File: config.mk
export PLATFORM = sky130hd
export DESIGN_NAME = store_buffer
export DESIGN_NICKNAME = d
export VERILOG_FILES = /design/src/rtl/sb_pkg.sv /design/src/rtl/sb_match.sv /design/src/rtl/store_buffer.sv
export SDC_FILE = /design/constraint.sdc
export NUM_CORES = 1
export LEC_CHECK = 0
export ABC_CLOCK_PERIOD_IN_PS = 9100
export BUFFER_PORTS_ARGS = -buffer_cell sky130_fd_sc_hd__buf_2
export CAP_MARGIN = 10
export CORE_MARGIN = 3
export CORE_UTILIZATION = 50
export CTS_BUF_LIST = sky130_fd_sc_hd__clkbuf_8
export CTS_CLUSTER_SIZE = 28
export DETAILED_ROUTE_END_ITERATION = 7
export PLACE_DENSITY = 0.72
export SYNTH_ARGS = -nofsm -noshare
export SYNTH_HDL_FRONTEND = slang
export SYNTH_SLANG_ARGS = --single-unit
File: constraint.sdc
create_clock -name clk -period 9.1 [get_ports clk]
set_clock_uncertainty 0.2 [all_clocks]
set_input_delay 1.82 -clock clk [delete_from_list [all_inputs] [get_ports clk]]
set_output_delay 1.82 -clock clk [all_outputs]
set_load 0.005 [all_outputs]
File: src/rtl/sb_pkg.sv
// rtl/sb_pkg.sv - shared types, defaults and helpers for the store buffer
package sb_pkg;

    localparam int SB_XLEN    = 32;
    localparam int SB_DEPTH   = 4;
    localparam int SB_WADDR_W = SB_XLEN - 2;

    // One buffered store: word address only, byte offset is always zero
    typedef struct packed {
        logic                  valid;
        logic [SB_WADDR_W-1:0] waddr;
        logic [31:0]           data;
    } sb_entry_t;

    // Ceiling log2 usable in constant expressions
    function automatic int clog2(input int value);
        int r;
        r = 0;
        while ((1 << r) < value) begin
            r = r + 1;
        end
        return r;
    endfunction

endpackage

File: src/rtl/sb_match.sv
// rtl/sb_match.sv - one-hot word-address compare across all buffer entries
module sb_match
    import sb_pkg::*;
#(
    parameter int DEPTH = SB_DEPTH,
    localparam int IW   = clog2(DEPTH)
) (
    input  sb_entry_t             entries [DEPTH],
    input  logic [SB_WADDR_W-1:0] waddr,
    output logic                  hit,
    output logic [IW-1:0]         index,
    output logic [31:0]           data
);

    logic [DEPTH-1:0] match;

    // Coalescing guarantees at most one match, so OR-combining is a clean mux
    always_comb begin
        match = '0;
        index = '0;
        data  = '0;
        for (int i = 0; i < DEPTH; i++) begin
            match[i] = entries[i].valid && (entries[i].waddr == waddr);
            if (match[i]) begin
                index = index | IW'(i);
                data  = data | entries[i].data;
            end
        end
        hit = |match;
    end

endmodule

File: src/rtl/store_buffer.sv
// rtl/store_buffer.sv - coalescing word store buffer in front of data_mem
module store_buffer
    import sb_pkg::*;
#(
    parameter int XLEN  = SB_XLEN,
    parameter int DEPTH = SB_DEPTH,
    localparam int PW   = clog2(DEPTH),
    localparam int CW   = PW + 1
) (
    input  logic            clk,
    input  logic            rst_n,
    input  logic            st_valid,
    input  logic [XLEN-1:0] st_addr,
    input  logic [31:0]     st_wdata,
    output logic            st_stall,
    input  logic            ld_valid,
    input  logic [XLEN-1:0] ld_addr,
    output logic [31:0]     ld_rdata,
    output logic            ld_stall,
    output logic            mem_read,
    output logic            mem_write,
    output logic [XLEN-1:0] mem_addr,
    output logic [31:0]     mem_wdata,
    input  logic [31:0]     mem_rdata,
    output logic            empty,
    output logic [CW-1:0]   count
);

    sb_entry_t       entries [DEPTH];
    logic [PW-1:0]   head;
    logic [PW-1:0]   tail;
    logic [CW-1:0]   cnt;

    logic            full;
    logic            drain;
    logic            ld_hit;
    logic [PW-1:0]   ld_idx_unused;
    logic [31:0]     ld_fwd;
    logic            st_hit;
    logic [PW-1:0]   st_idx;
    logic [31:0]     st_data_unused;
    logic            coalesce;
    logic            push;
    logic [1:0]      addr_lsb_unused;

    assign addr_lsb_unused = st_addr[1:0] | ld_addr[1:0];

    sb_match #(.DEPTH(DEPTH)) u_ld_match (
        .entries (entries),
        .waddr   (ld_addr[XLEN-1:2]),
        .hit     (ld_hit),
        .index   (ld_idx_unused),
        .data    (ld_fwd)
    );

    sb_match #(.DEPTH(DEPTH)) u_st_match (
        .entries (entries),
        .waddr   (st_addr[XLEN-1:2]),
        .hit     (st_hit),
        .index   (st_idx),
        .data    (st_data_unused)
    );

    // Drain arbitration: retire in idle slots, or force a retire when full so loads never starve
    always_comb begin
        full     = (cnt == CW'(DEPTH));
        drain    = (cnt != '0) && (!ld_valid || full);
        ld_stall = ld_valid && full;
        mem_read = ld_valid && !full;
        // An entry leaving this cycle cannot absorb the store; it must follow it in order
        coalesce = st_valid && st_hit && !(drain && (st_idx == head));
        push     = st_valid && !coalesce && (!full || drain);
        st_stall = st_valid && !coalesce && !push;
        empty    = (cnt == '0);
        count    = cnt;
    end

    // data_mem port and load data muxing; address is zero when idle
    always_comb begin
        mem_write = drain;
        mem_addr  = '0;
        mem_wdata = '0;
        ld_rdata  = '0;
        if (drain) begin
            mem_addr  = {entries[head].waddr, 2'b00};
            mem_wdata = entries[head].data;
        end else if (mem_read) begin
            mem_addr  = ld_addr;
        end
        if (ld_valid) begin
            ld_rdata = ld_hit ? ld_fwd : mem_rdata;
        end
    end

    // Entry storage, FIFO pointers and occupancy
    always_ff @(posedge clk or negedge rst_n) begin
        if (!rst_n) begin
            for (int i = 0; i < DEPTH; i++) begin
                entries[i] <= '0;
            end
            head <= '0;
            tail <= '0;
            cnt  <= '0;
        end else begin
            if (coalesce) begin
                entries[st_idx].data <= st_wdata;
            end
            if (drain) begin
                entries[head].valid <= 1'b0;
                head <= head + 1'b1;
            end
            // Push after pop so a full-buffer push into the freed head slot wins
            if (push) begin
                entries[tail] <= '{valid: 1'b1, waddr: st_addr[XLEN-1:2], data: st_wdata};
                tail <= tail + 1'b1;
            end
            cnt <= cnt + CW'(push) - CW'(drain);
        end
    end

endmodule

==> reports/qor.yml <==
cts:
  cts.sinks: 259
  cts.clk_slew.worst_paths_ns: 0.05
  htreeDepth: 2
  cts_buffer_depth: 3
  numCtsBuffers: 46
  cts_tree: "done"
  post_cts_buffers: 0
  postCtsResizedCells: 0
  clk_latency_ns: 0.59
  hold_buffers: 0
  cts_root_buffer: "clkbuf_8"
flow_run:
  drv_cap: 0
final_layout:
  layoutNonFillerInstCount: 1988
  n_fill_cell: 2737
  nNetsFinal: 1656
  multiInputGateArea_mm2: 0.00935
  regArea_mm2: 0.00649
  areaGrowthSynthToFinish_pct: 13.3
  drive_gt1_frac: 0.415
  fin_util: 0.583
place:
  dp_cells: 1900
  place_congestion: 1.08
  dp_hpwl_um: 38200
  portBuffers: 232
synth:
  synthTopCellsByCount: "dfrtp_1, xnor2_1, mux2_2"
  async_flop_share: 1.00
  synthTopCellsByArea: "dfrtp_1, mux2_2, xnor2_1, mux4_2, mux2_4"
  synth_area_leader_cell: "dfrtp_1"
  yosysTopAreaCellShare: 0.393
  synthCells: 1347
  synth_top_family_by_area: "multiplexers"
  synth_area_mm2: 0.0165
  ys.flop_type: "dfrtp_1"
  synthSimpleGateAreaFrac: 0.0808
  synth_warnings: 0
  synth_edf_count: 0
  ys_seq_area_frac: 0.393
  synthMuxAreaShare: 0.269
  synth_compound_area_frac: 0.0748
  avgSynthCellArea_um2: 12.3
  synth_cell_types: 58
  synthAdderAreaFrac: 0.00879
  synth_xor_area_frac: 0.129
  synth.most_common_cell: "dfrtp_1"
  synth_nets: 1490
  ys_ff_latch: 259
global_route:
  gr-usage-all-layers: 0.299
  antenna_found_initial: 1
  grt-ovfl-total: 0
  grt_pass1_wl_um: 80600
  grt_max_degree: 171
  grt_pass1_vias: 12500
min_path:
  min_from: "entries[8]$_DFF_PN0_"
  min_to: "entries[8]$_DFF_PN0_"
  holdCritPathClass: "flop to flop"
  worstHoldPathCells: 1
floorplan:
  fp.dieArea_mm2: 0.0352
  die_h_um: 188
  initial_core_util: 0.515
  die_x_um: 188
  io_pins: 236
  fp-row-count: 65
  core-area_mm2: 0.0320
detailed_routing:
  wl_per_cell_um: 26.8
  drc: 0
  vias_per_cell: 6.18
  drt_pass1_iterations: 5
  num_vias: 12300
  antenna_left: 0
  drt-initial-drc-count: 931
  wirelength_um: 53200
sta:
  final_max_slew_viol_count: 0
  rsz0062_at_grt: "no"
  tightest_slew_ns: 1.12
  fin_crit_ns: 6.70
  tns_ns: 0
  relSlewSlack: 0.253
  hold_viol: 0
  finalCritPeriodShare: 0.737
  timing.fmax_mhz: 149
  setup_viol: 0
critical_path:
  cp_max_fo: 33
  cp-end-kind: "primary output"
  worstPathRequired_ns: 7.08
  reg2reg_depth: 9
  critical_path_class: "input pin to primary output"
  reg2reg_setup_slack_ns: 4.43
  worst_ep_arrival_time_ns: 4.68
  reg2reg_to: "entries[166]$_DFFE_PN0P_"
  start_kind: "input pin"
  r2r-start: "entries[58]$_DFFE_PN0P_"
pwr:
  p_per_area_mw_per_mm2: 371
  p_leak_nw: 7.74
  irDropWorstVdd_v: 0.000198
  power_mw: 6.93
run_status:
  status: "finished clean"
[worst max path at each step]
| stage | start | end | slack (ns) |
|---|---|---|---|
| 2_1_floorplan | ld_addr[11] | ld_rdata[10] | 3.00 |
| 3_3_place_gp | ld_addr[7] | ld_rdata[0] | 2.49 |
| 3_5_place_dp | ld_addr[15] | ld_rdata[31] | 2.47 |
| 4_1_cts | ld_addr[15] | ld_rdata[31] | 2.44 |
| 5_1_grt | ld_addr[15] | ld_rdata[0] | 2.27 |
| 6_report | ld_addr[15] | ld_rdata[0] | 2.40 |
[layer usage]
metal | track usage | share of wire
met5 | 0 | 0
met2 | 0.465 | 0.45
met3 | 0.0531 | 0.077
met4 | 0.0825 | 0.027
met1 | 0.433 | 0.44
[worst max-delay path: stages]
cell	delay [ns]
buf_2	0.15
xnor2_1	0.39
nand4_1	0.29
or4_1	0.61
nor4_2	0.28
buf_4	0.47
nor4_2	0.09
buf_4	0.23
nand2_1	0.08
a21boi_0	0.07
buf_2	0.15
[metrics by stage]
stage               worst slack (ns)  cell area, um^2  hold WS (ns)
floorplan                       3.00            16500         0.283
global placement                2.49            17700         0.292
detailed placement              2.47            17700         0.311
CTS                             2.44            18700         0.324
global route                    2.27            18700         0.350
finish                          2.40            18700         0.320
[layout by cell type (no fill, tap or decap), types with 3 or more instances in the layout]
master and instances:
inv_1 32, nand4_1 81, clkbuf_8 59, a21boi_1 30, a22o_1 62, nand3_1 14
mux2_1 7, nand2b_1 3, xnor2_1 223, nor4_2 7, ha_1 10, mux4_2 62
buf_2 231, and3_1 4, and2_1 33, nor3_1 6, nor2_2 3, a221oi_1 32
nor4_1 14, nor2_1 5, nand2_1 46, clkinv_2 5, buf_4 16, xor2_1 18
a21o_1 4, mux2_4 60, dfrtp_1 257, or4_1 6, mux2_2 182
[state kept, by name, indices dropped and copies added, names as in the netlist]
| register | flops |
|---|---|
| count | 3 |
| tail | 2 |
| head | 2 |
| entries | 252 |
[power breakdown]
group	switching, mW	total (mW)	internal [mW]
Sequential	0.741	2.50	1.76
Combinational	1.54	3.34	1.80
Clock	0.508	1.09	0.586
Total	2.79	6.93	4.14
[area by class of cell]
cell class / count / share of cell area
multi-input combinational: 943 / 0.500
sequential: 259 / 0.347
timing repair buffer: 249 / 0.0702
clock buffer: 59 / 0.0434
tap: 435 / 0.0291
clock inverter: 27 / 0.00696
inverter: 14 / 0.00281
antenna: 2 / 0.000268
[cells by family after synthesis]
group | Yosys count
XOR/XNOR | 242
other | 1
AO/OA/AOI/OAI | 145
adder cells (fa/ha/maj) | 11
AND/OR/NAND/NOR | 232
buffers and inverters | 145
flip-flops | 259
multiplexers | 312
No activity file was read; power rests on OpenSTA's default activity.
